### src/rtl/piso_pkg.sv
// Shared definitions for the parallel-in serial-out serializer.
package piso_pkg;

    // Serializer control state: idle, or a frame currently on sout.
    typedef enum logic {
        IDLE  = 1'b0,
        SHIFT = 1'b1
    } state_e;

    // Bit-counter width for a given word width (bits remaining, 0..width-1).
    function automatic int unsigned piso_cnt_width(input int unsigned width);
        return (width < 2) ? 1 : $clog2(width);
    endfunction

    // Counter width for the default 4-bit word.
    localparam int unsigned PISO_CNT_W_DEFAULT = piso_cnt_width(4);

endpackage

### src/rtl/piso_serializer.sv
// Parallel-in serial-out serializer with a one-word holding buffer so that
// back-to-back words stream on sout with no idle bit between them.
module piso_serializer
    import piso_pkg::*;
#(
    parameter int unsigned WIDTH     = 4,
    parameter bit          MSB_FIRST = 1'b1
) (
    input  logic             clk,
    input  logic             rst_n,
    input  logic             load_valid,
    input  logic [WIDTH-1:0] din,
    output logic             load_ready,
    output logic             sout,
    output logic             sout_valid,
    output logic             frame_start,
    output logic             done
);

    localparam int unsigned    CW       = piso_cnt_width(WIDTH);
    localparam logic [CW-1:0]  CNT_LAST = CW'(WIDTH - 1);
    localparam logic [CW-1:0]  CNT_ONE  = CW'(1);

    state_e           state_q, state_d;
    logic [WIDTH-1:0] sreg_q, sreg_d;
    logic [WIDTH-1:0] hold_q, hold_d;
    logic             hold_full_q, hold_full_d;
    logic [CW-1:0]    cnt_q, cnt_d;
    logic [WIDTH-1:0] sreg_shifted;
    logic             accept;

    assign load_ready = !hold_full_q;
    assign accept     = load_valid && !hold_full_q;

    // Shift sreg one place toward the output end, zero-filling the far end.
    always_comb begin
        sreg_shifted = '0;
        if (MSB_FIRST) begin
            sreg_shifted = {sreg_q[WIDTH-2:0], 1'b0};
        end else begin
            sreg_shifted = {1'b0, sreg_q[WIDTH-1:1]};
        end
    end

    // Next-state logic: load, shift, hand-off from hold, or bypass on last bit.
    always_comb begin
        state_d     = state_q;
        sreg_d      = sreg_q;
        hold_d      = hold_q;
        hold_full_d = hold_full_q;
        cnt_d       = cnt_q;
        case (state_q)
            IDLE: begin
                if (accept) begin
                    sreg_d  = din;
                    cnt_d   = CNT_LAST;
                    state_d = SHIFT;
                end
            end
            SHIFT: begin
                // Shifting on the final bit of an idle-bound frame leaves sreg
                // all-zero, so sout rests at 0 while idle.
                sreg_d = sreg_shifted;
                if (cnt_q != '0) begin
                    cnt_d = cnt_q - CNT_ONE;
                    if (accept) begin
                        hold_d      = din;
                        hold_full_d = 1'b1;
                    end
                end else if (hold_full_q) begin
                    sreg_d      = hold_q;
                    hold_full_d = 1'b0;
                    cnt_d       = CNT_LAST;
                end else if (accept) begin
                    sreg_d = din;
                    cnt_d  = CNT_LAST;
                end else begin
                    state_d = IDLE;
                end
            end
            default: begin
                state_d = IDLE;
            end
        endcase
    end

    // State registers with asynchronous active-low clear.
    always_ff @(posedge clk or negedge rst_n) begin
        if (!rst_n) begin
            state_q     <= IDLE;
            sreg_q      <= '0;
            hold_q      <= '0;
            hold_full_q <= 1'b0;
            cnt_q       <= '0;
        end else begin
            state_q     <= state_d;
            sreg_q      <= sreg_d;
            hold_q      <= hold_d;
            hold_full_q <= hold_full_d;
            cnt_q       <= cnt_d;
        end
    end

    assign sout        = MSB_FIRST ? sreg_q[WIDTH-1] : sreg_q[0];
    assign sout_valid  = (state_q == SHIFT);
    assign frame_start = (state_q == SHIFT) && (cnt_q == CNT_LAST);
    assign done        = (state_q == SHIFT) && (cnt_q == '0);

endmodule

### config.mk
export PLATFORM = sky130hd
export DESIGN_NAME = piso_serializer
export DESIGN_NICKNAME = d
export VERILOG_FILES = /design/src/rtl/piso_pkg.sv /design/src/rtl/piso_serializer.sv
export SDC_FILE = /design/constraint.sdc
export NUM_CORES = 1
export LEC_CHECK = 0
export ABC_AREA = 1
export BUFFER_PORTS_ARGS = -buffer_cell sky130_fd_sc_hd__buf_2
export CELL_PAD_IN_SITES_DETAIL_PLACEMENT = 0
export CELL_PAD_IN_SITES_GLOBAL_PLACEMENT = 2
export CORE_MARGIN = 4
export CORE_UTILIZATION = 30
export CTS_CLUSTER_SIZE = 12
export DETAILED_ROUTE_END_ITERATION = 12
export PLACE_DENSITY = 0.72
export REMOVE_ABC_BUFFERS = 1
export SYNTH_ARGS = -nofsm -noshare
export SYNTH_HDL_FRONTEND = slang
export SYNTH_SLANG_ARGS = --single-unit
### constraint.sdc
create_clock -name clk -period 2.9 [get_ports clk]
set_input_delay 0.58 -clock clk [delete_from_list [all_inputs] [get_ports clk]]
set_output_delay 0.58 -clock clk [all_outputs]
set_load 0.05 [all_outputs]
### Word-level counts from Yosys, hierarchy flattened

Cells that the tools add are included.

| storage, ports and cells | value |
|---|---|
| bits in registers | 12 |
| input port bits | 7 |
| output and inout port bits | 5 |
| word-level logic and storage cells | 33 |

| operators by class | value |
|---|---|
| add/subtract/negate cells | 1 |
| equal/unequal tests | 3 |
| muxes and demuxes | 15 |
| bitwise gates (word level) | 1 |
| reduce and logical (&&, ||, !) cells | 8 |

Operator list:

| cell | number |
|---|---|
| 4-bit 2-to-1 mux | 4 |
| 4-bit case mux with 2 select lines | 1 |
| 2-bit 2-to-1 mux | 3 |
| 1-bit 2-to-1 mux | 5 |
| 2-bit != test (second input constant) | 2 |
| 2-bit case mux with 2 select lines | 1 |
| 1-bit logical AND | 3 |
| 3-bit AND reduction | 1 |
| 2-bit equality test (second input constant) | 1 |
| 2-bit zero test | 1 |
| 1-bit case mux with 2 select lines | 1 |
| 2-bit AND reduction | 1 |
| 2-bit nonzero test | 1 |
| 2-bit by 1-bit subtractor with 2-bit output (second input constant) | 1 |
| 1-bit zero test | 1 |
| 1-bit inverter | 1 |

### Logic depth before layout (Yosys ltp)

| logic depth | value |
|---|---|
| depth after elaboration | 6 |
| depth in mapped cells | 7 |
| gate-level depth less buffers | 6 |

### Least setup slack after synthesis

OpenSTA, ideal clock, no wires.

| timing | value |
|---|---|
| path type | reg2out |
| start point | register state_q (netlist: sout_valid) |
| end point | output port done |
| arrival time | 1609 ps |
| required time | 2320 ps |
| slack | 711 ps |
| stages on the path, launching flop included | 3 |
| buffers on the path | 0 |
| path through | dfrtp_1 -> inv_1 -> nor2_1 |

| on the way | value |
|---|---|
| cells in the longest elaborated chain, start to end | 1 |

RTL lines:

| what | line | text |
|---|---|---|
| start, declared | piso_serializer.sv:24 | `state_e state_q, state_d;` |
| start signal, assigned | piso_serializer.sv:96 | `state_q <= state_d;` |
| 1-bit logical AND | piso_serializer.sv:107 | `assign done = (state_q == SHIFT) && (cnt_q == '0);` |
| end, declared | piso_serializer.sv:17 | `output logic done` |

Every way passes these cells.

### Worst setup path after layout

Same ends and word-level chain as after synthesis.

==> impl_metrics.json <==
{
  "clk_pin_slew_worst_paths_ns": 0.08,
  "r2r_setup_slack_ns": 1.56,
  "hold_buffers": 0,
  "crit_path_max_incr_delay_ns": 0.62,
  "dp.cells": 121,
  "synth_cells": 84,
  "finalSetupViolations": 0,
  "synth-seq-area-share_pct": 46.4,
  "finalClockSkew_ns": 0.0102,
  "ir_worst_vdd_uv": 613,
  "crit_path_end_kind": "output port",
  "crit_buf_inv": 2,
  "htreeDepth": 1,
  "clock.fmax_mhz": 444,
  "grt_util_all_layers_pct": 13.0,
  "design.die.area_um2": 2960,
  "ys_types": 15,
  "antenna_left": 0,
  "clock_path_buffers": 2,
  "cts.sinks": 12,
  "numCtsBuffers": 3,
  "avgSynthCellArea_um2": 7.70,
  "fin_nets": 106,
  "cts_resized": 0,
  "yosys_warnings": 0,
  "hold_path_class": "in -> async",
  "reg2reg_from": "sout_valid",
  "total_power_uw": 853,
  "crit_family": "flip-flops",
  "cts_tree": "built",
  "grt_pass1_wl_um": 2650,
  "clock-root-buffer": "clkbuf_4",
  "rows": 16,
  "wl_um": 1500,
  "clk_latency_ns": 0.27,
  "rsz0062_at_grt": "false",
  "slew_headroom_pct": 70.1,
  "pin_count": 12,
  "initial_core_util_pct": 32.3,
  "timing.final.crit_share_pct": 77.7,
  "yosys.area.top_type": "dfrtp_1",
  "area_growth_pct": 16.4,
  "core_area_um2": 2000,
  "min_period_ns": 2.25,
  "synth_top_family_by_area": "simple AND/OR/NAND/NOR gates",
  "antenna_found_initial": 0,
  "p_leak_uw": 0.000432,
  "critical_path_arrival_ns": 1.67,
  "viasPerCell": 4.54,
  "synthTopCellsByArea": "dfrtp_1, nand3_1, nand2_1",
  "status": "completed",
  "drive_gt1_share_pct": 23.7,
  "hold_viol_final": 0,
  "r2r-end": "hold_full_q",
  "wl_per_cell_um": 12.1,
  "final_util_pct": 37.6,
  "portBuffers": 11,
  "synth-compound-area-share_pct": 9.48,
  "die_w_um": 54.4,
  "crit_required_ns": 2.32,
  "grt-ovfl-total": 0,
  "grt_max_degree": 14,
  "yosys.area_share.simple_pct": 33.1,
  "post-cts-setup-buffer-count": 0,
  "dpl.hpwl_um": 1160,
  "crit_path_max_fanout": 13,
  "drtPass1Iterations": 2,
  "synth_xor_area_share_pct": 0,
  "worstSetupStartpoint": "sout_valid",
  "synth_seq_cells": 12,
  "tns_ns": 0,
  "first_iter_violations": 1,
  "synth_mux_area_share_pct": 0,
  "fin_area_um2": 753,
  "antenna_cells": 0,
  "syn-cell-area_um2": 647,
  "gp_congestion": 0.729,
  "maxCapViolCount": 0,
  "instances_no_fill": 124,
  "p_per_area_nw_per_um2": 1130,
  "slowest_stage": "dfrtp_1",
  "vias": 563,
  "placed_area_um2": 731,
  "drc": 0,
  "grt_pass1_vias": 551,
  "crit_type": "reg -> out",
  "slew_viol_final": 0,
  "worstRegToRegCells": 3,
  "synthAdderAreaFrac_pct": 0,
  "worst_pin_slew_ns": 0.449,
  "startpoint_type": "flip-flop",
  "yosysTopAreaCellShare_pct": 46.4,
  "path_cells": "inv_1, nor2_1, buf_2",
  "fp.dieH_um": 54.4
}
routing by layer:
metal | part of all wire, % | vias up | GRT usage, % | wire [um]
met1 | 48 | 259 | 17.2 | 719
li1 | - | 292 | - | -
met4 | 0.86 | 0 | 2.49 | 13
met2 | 47 | 10 | 20.3 | 704
met3 | 4.3 | 2 | 4.90 | 65
met5 | 0 | - | 0 | 0
final cells by class:
class	count	area [um2]
Fill cell	229	1250
Multi-Input combinational cell	54	275
Inverter	17	66.3
Sequential cell	12	300
Clock buffer	3	22.5
Tap cell	27	33.8
Timing Repair Buffer	11	55.1
registers in the layout (all words and copies together) (netlist names):
signal / flops
sreg_q: 4
hold_q: 4
cnt_q: 2
sout_valid: 1
hold_full_q: 1
layout by cell type (no fill, tap or decap):
cell type	synthesis	final
nand3_4	1	1
nand2_1	18	18
inv_2	1	1
o21ai_0	3	3
inv_1	15	15
nand3_1	18	18
buf_2	1	11
o21ai_2	3	3
nand2_4	1	1
clkbuf_4	0	3
inv_4	1	1
nand2_2	2	2
o21ai_1	2	2
a21oi_1	2	2
nor2_1	4	4
dfrtp_1	12	12
synth_stat cells, drive strengths merged:
master / instances
nand2: 21
nand3: 19
inv: 17
dfrtp: 12
o21ai: 8
nor2: 4
a21oi: 2
buf: 1
cells by family (layout without fill, tap and decap cells):
group | after synthesis | after routing
AO/OA/AOI/OAI | 10 | 10
flip-flops | 12 | 12
AND/OR/NAND/NOR | 44 | 44
buffers and inverters | 18 | 31
per-stage QoR:
| step | hold slack, ns | worst slack [ns] |
|---|---|---|
| after floorplan | 0.284 | 0.484 |
| after global placement | 0.470 | 0.992 |
| after detailed placement | 0.474 | 0.956 |
| after CTS | 0.188 | 0.650 |
| after global routing | 0.190 | 0.514 |
| final | 0.176 | 0.646 |
worst max path at each step:
stage	endpoint	slack (ns)	cells after the start
6_report	done	0.65	3
4_1_cts	done	0.65	3
2_1_floorplan	done	0.48	2
3_5_place_dp	done	0.96	3
3_3_place_gp	done	0.99	3
5_1_grt	done	0.51	3
report_power, final:
part	internal [uW]	total [uW]	switching, uW
logic	123	433	311
registers	243	320	77.1
clock network	48.0	99.7	51.7
(Power assumes the default switching activity.)
